<file path="src/rtl/mem_arbiter.sv">
// mem_arbiter: round-robin arbiter sharing one off-chip memory port between I-cache and D-cache
module mem_arbiter #(
    parameter int ADDR_W = 28,
    parameter int DATA_W = 128
) (
    input  logic              clk,
    input  logic              rst,
    input  logic              i_read,
    input  logic [ADDR_W-1:0] i_addr,
    output logic [DATA_W-1:0] i_rdata,
    output logic              i_ready,
    input  logic              d_read,
    input  logic              d_write,
    input  logic [ADDR_W-1:0] d_addr,
    input  logic [DATA_W-1:0] d_wdata,
    output logic [DATA_W-1:0] d_rdata,
    output logic              d_ready,
    output logic              mem_read,
    output logic              mem_write,
    output logic [ADDR_W-1:0] mem_addr,
    output logic [DATA_W-1:0] mem_wdata,
    input  logic [DATA_W-1:0] mem_rdata,
    input  logic              mem_ready,
    output logic [15:0]       conflict_cnt
);
    typedef enum logic [1:0] {IDLE, BUSY, DONE} state_t;
    state_t              state_q, state_d;
    logic                last_d_q, last_d_d;
    logic                own_d_q, own_d_d;
    logic                mem_read_q, mem_read_d;
    logic                mem_write_q, mem_write_d;
    logic [ADDR_W-1:0]   mem_addr_q, mem_addr_d;
    logic [DATA_W-1:0]   mem_wdata_q, mem_wdata_d;
    logic [DATA_W-1:0]   i_rdata_q, i_rdata_d;
    logic [DATA_W-1:0]   d_rdata_q, d_rdata_d;
    logic                i_ready_q, i_ready_d;
    logic                d_ready_q, d_ready_d;
    logic [15:0]         cnt_q, cnt_d;
    logic                d_req, both, win_d;
    assign i_rdata      = i_rdata_q;
    assign d_rdata      = d_rdata_q;
    assign i_ready      = i_ready_q;
    assign d_ready      = d_ready_q;
    assign mem_read     = mem_read_q;
    assign mem_write    = mem_write_q;
    assign mem_addr     = mem_addr_q;
    assign mem_wdata    = mem_wdata_q;
    assign conflict_cnt = cnt_q;
    // Arbitrate in IDLE, hold the memory handshake in BUSY, pulse the owner's ready in DONE
    always_comb begin
        state_d     = state_q;
        last_d_d    = last_d_q;
        own_d_d     = own_d_q;
        mem_read_d  = mem_read_q;
        mem_write_d = mem_write_q;
        mem_addr_d  = mem_addr_q;
        mem_wdata_d = mem_wdata_q;
        i_rdata_d   = i_rdata_q;
        d_rdata_d   = d_rdata_q;
        i_ready_d   = 1'b0;
        d_ready_d   = 1'b0;
        cnt_d       = cnt_q;
        d_req       = d_read | d_write;
        both        = i_read & d_req;
        win_d       = d_req & (~i_read | ~last_d_q);
        unique case (state_q)
            IDLE: if (i_read | d_req) begin
                state_d     = BUSY;
                own_d_d     = win_d;
                mem_write_d = win_d & d_write;
                mem_read_d  = ~(win_d & d_write);
                mem_addr_d  = win_d ? d_addr : i_addr;
                mem_wdata_d = win_d ? d_wdata : '0;
                cnt_d       = (both && cnt_q != 16'hFFFF) ? cnt_q + 16'd1 : cnt_q;
            end
            BUSY: if (mem_ready) begin
                state_d     = DONE;
                mem_read_d  = 1'b0;
                mem_write_d = 1'b0;
                last_d_d    = own_d_q;
                i_ready_d   = ~own_d_q;
                d_ready_d   = own_d_q;
                i_rdata_d   = (mem_read_q && !own_d_q) ? mem_rdata : i_rdata_q;
                d_rdata_d   = (mem_read_q && own_d_q) ? mem_rdata : d_rdata_q;
            end
            DONE: state_d = IDLE;
            default: state_d = IDLE;
        endcase
    end
    // State and registered outputs; asynchronous active-low reset aborts any transaction
    always_ff @(posedge clk or negedge rst) begin
        if (!rst) begin
            state_q     <= IDLE;
            last_d_q    <= 1'b0;
            own_d_q     <= 1'b0;
            mem_read_q  <= 1'b0;
            mem_write_q <= 1'b0;
            mem_addr_q  <= '0;
            mem_wdata_q <= '0;
            i_rdata_q   <= '0;
            d_rdata_q   <= '0;
            i_ready_q   <= 1'b0;
            d_ready_q   <= 1'b0;
            cnt_q       <= '0;
        end else begin
            state_q     <= state_d;
            last_d_q    <= last_d_d;
            own_d_q     <= own_d_d;
            mem_read_q  <= mem_read_d;
            mem_write_q <= mem_write_d;
            mem_addr_q  <= mem_addr_d;
            mem_wdata_q <= mem_wdata_d;
            i_rdata_q   <= i_rdata_d;
            d_rdata_q   <= d_rdata_d;
            i_ready_q   <= i_ready_d;
            d_ready_q   <= d_ready_d;
            cnt_q       <= cnt_d;
        end
    end
endmodule

</file>
<file path="config.mk">
export PLATFORM = sky130hd
export DESIGN_NAME = mem_arbiter
export DESIGN_NICKNAME = d
export VERILOG_FILES = /design/src/rtl/mem_arbiter.sv
export SDC_FILE = /design/constraint.sdc
export NUM_CORES = 1
export LEC_CHECK = 0
export BUFFER_PORTS_ARGS = -buffer_cell sky130_fd_sc_hd__buf_2
export CAP_MARGIN = 5
export CORE_AREA = 8 8 287 289
export DETAILED_ROUTE_END_ITERATION = 12
export DIE_AREA = 0 0 295 297
export PLACE_DENSITY = 0.55
export SLEW_MARGIN = 40
export SYNTH_ARGS = -nofsm -noshare
export SYNTH_HDL_FRONTEND = slang
export SYNTH_SLANG_ARGS = --single-unit
export TNS_END_PERCENT = 50
</file>
<file path="constraint.sdc">
create_clock -name clk -period 2.8 [get_ports clk]
set_input_delay 0.14 -clock clk [delete_from_list [all_inputs] [get_ports clk]]
set_output_delay 0.14 -clock clk [all_outputs]
set_load 0.02 [all_outputs]
</file>
==> results.ini <==
[worst_setup_path]
crit_top_cell = dlygate4sd3_1
cp.required_ns = 3.24
critPathKind = input port to flip-flop
reg2reg_depth = 6
crit_buf_inv = 4
path_max_fanout = 21
worstPathArrival_ns = 2.86
endpoint_kind = flip-flop
cpPeakStageDelay_ns = 0.56
crit_family = buffers and inverters
crit_chain = dlygate4sd3_1, buf_2, or2_1, nand2_2, buf_4, mux2i_1, dlygate4sd3_1, o21ai_0
path_depth = 8
start_kind = input port
cp_slowest_cell = dlygate4sd3_1

[clock_network]
clockBufferDepth = 3
cts_root_buffer = clkbuf_16
cts_tree = yes
clkTransAtPathRegs_ns = 0.06
cts_sinks = 436
htree_num_levels = 2
cts_setup_buffers = 0
numCtsBuffers = 48
insertion_delay_ns = 0.57

[logic_synthesis]
synth-edff-count = 0
yosysTopAreaCell = dfrtp_1
ys_seq_area_frac = 0.6216
netlist_instances = 1328
async_flop_share = 1.000
yosys_most_used_dff = dfrtp_1
synth_area_leaders = dfrtp_1, mux2_4, mux2_1
netlist.area_leader.share = 0.6216
yosysUniqueCellTypes = 48
ys.warnings.count = 0
synth.ff_latch_count = 436
syn-num-nets = 1647
syn-cell-area_um2 = 17550
avgSynthCellArea_um2 = 13.22

[timing]
finalMaxSlewViolations = 0
setup_viol = 0
clock_skew_ns = 0.01638
finalHoldViolations = 0
setup_tns_ns = 0
rsz0062_at_grt = false
fin_crit_ns = 2.423
max_slew.worst_pin.slew_ns = 0.6656
slew_headroom = 0.5547
finalCritPeriodShare = 0.8652
fmax_mhz = 412.8

[power]
p_per_area_nw_per_um2 = 1110
p_leak_uw = 0.01397
fin_total_pwr_uw = 30310
ir_drop_uv = 458.9

[detailed_routing]
vias = 14230
drtPass1Iterations = 4
wl_mm = 64.26
vias_per_cell = 4.075
detail-route-antenna-nets = 0
drc = 0
dr.first_iter.drc_count = 543
routedWlPerCell_um = 18.40

[grt]
antenna_found_initial = 7
grt_pass1_wl_mm = 97.92
grt_pass1_vias = 15580
gr-usage-all-layers = 0.1425
grt_max_degree = 83
grt_overflow = 0

[final_layout]
num_antenna_cells = 0
design_area_um2 = 27290
drive_above_1_share = 0.4192
nets = 2727
area_growth_pct = 55.50
filler_cell_count = 7659

[worst_hold_path]
hp-class = input port to asynchronous set/reset pin

[floorplan]
die-width_um = 295
initial_core_util = 0.2251
die_area_um2 = 87620
rows = 103
io_pins = 750
dieHeight_um = 297
coreArea_um2 = 77970

[run]
maxCapViolations = 0

[status]
status = complete, no violations

[placement]
post_dp_cell_area_um2 = 22490
dp_hpwl_mm = 47.78
gp_congestion = 0.8226
port_buffers = 749

## metrics by stage
| stage | worst slack (ns) | instances | hold WS [ns] | utilization |
|---|---|---|---|---|
| final | 0.3773 | 3493 | 0.1290 | 0.3500 |
| after global routing | 0.2201 | 3493 | 0.1425 | 0.3500 |
| after CTS | 0.4524 | 3493 | 0.1049 | 0.3500 |
| after detailed placement | 0.8401 | 3091 | 0.1579 | 0.2885 |
| after global placement | 0.8684 | 3091 | 0.1584 | 0.2885 |
| after floorplan | 1.071 | 1328 | -0.1556 | - |
## cells in the mapped netlist, types with 2 or more instances
cell	count
and3_1	2
a21oi_1	2
xnor2_1	5
or3_1	3
dfrtp_1	436
buf_2	25
mux2_1	122
nand4_1	4
nor2_1	6
nand2_1	298
mux2i_1	29
nand2b_1	2
buf_6	16
clkbuf_2	3
a31oi_1	2
inv_1	4
clkbuf_1	19
mux2_2	18
nand3_1	5
xor2_1	3
o21ai_0	123
buf_8	11
buf_4	6
nor4_1	2
o21ai_1	37
mux2_4	120
nor3_1	4
## report_power, final
group | internal (uW) | leakage [uW] | switching [uW] | total [uW]
Sequential | 9180 | 0.00541 | 1620 | 10800
Clock | 3920 | 0.000807 | 2600 | 6520
Combinational | 5120 | 0.00775 | 7860 | 13000
Total | 18200 | 0.0140 | 12100 | 30300
## cells by family (layout without fill, tap and decap cells)
group,count (synthesis),after routing,synth area share
AO/OA/AOI/OAI,169,169,0.04926
XOR/XNOR,8,8,0.003992
AND/OR/NAND/NOR,339,339,0.07963
buffers and inverters,86,1201,0.03578
flip-flops,436,436,0.6216
adder cells (fa/ha/maj),1,1,0.0007127
multiplexers,289,289,0.2090
## what timing repair did
| action | CTS | global route |
|---|---|---|
| resized for setup | 0 | 0 |
| hold buffers | 317 | 0 |
| endpoints found under the hold margin | 500 | 0 |
## layout make-up
cell class / instances / area, um^2 / share of cell area
Sequential cell: 436 / 10910 / 0.3998
Inverter: 5 / 18.77 / 0.0006877
Tap cell: 1050 / 1314 / 0.04814
Multi-Input combinational cell: 806 / 6042 / 0.2214
Timing Repair Buffer: 1111 / 7382 / 0.2705
Clock inverter: 18 / 232.7 / 0.008527
Clock buffer: 67 / 1393 / 0.05102
## worst reg2reg max path: stages, from the launching register on
cell and delay (ns):
dfrtp_1 0.36, nand2_1 0.13, nand2_2 0.52, buf_4 0.33, mux2i_1 0.21, dlygate4sd3_1 0.56, o21ai_0 0.07
## sequential cells by signal, summed over array words and instances, names as in the netlist
name,cells
last_d_q,1
own_d_q,1
conflict_cnt,16
mem_wdata,128
mem_addr,28
d_ready,1
d_rdata,128
state_q,2
i_ready,1
mem_read,1
i_rdata,128
mem_write,1
## per-layer routing
metal | vias to the layer above | part of all wire | wire (um) | global-route usage
li1 | 6656 | - | - | -
met1 | 6836 | 0.41 | 26200 | 0.1719
met3 | 143 | 0.083 | 5350 | 0.04208
met2 | 596 | 0.46 | 29840 | 0.2356
met5 | - | 0.00031 | 20 | 0
met4 | 2 | 0.044 | 2849 | 0.05854
## worst paths after layout
path | start | endpoint | slack, ns
worst max-delay path | d_write | mem_addr[8] | 0.38
worst min-delay path | rst | d_rdata[33] | 0.13
worst max register to register | last_d_q | mem_addr[8] | 0.49
worst min register to register | mem_wdata[13] | mem_wdata[13] | 0.47
max in group asynchronous | rst | mem_addr[23] | 1.75
min in group clk | d_read | own_d_q | 0.24
## cell usage in the layout (no fill, tap or decap), types with 2 or more instances in the layout
cell type	instances
buf_2	748
dlygate4sd3_1	317
mux2_1	122
xnor2_1	5
buf_12	9
inv_1	4
clkbuf_8	12
nand2b_1	2
nor3_1	4
a21oi_1	2
nor2_1	6
clkinv_2	10
xor2_1	3
nor4_1	2
bufinv_16	5
o21ai_0	123
buf_4	36
mux2_2	18
a31oi_1	2
clkbuf_1	7
clkbuf_16	48
mux2i_1	29
and3_1	2
mux2_4	120
dfrtp_1	436
nand2_1	296
nand4_1	4
o21ai_1	37
nand3_1	5
or3_1	3
and2_4	2
Power figures use the tool's default switching activity.
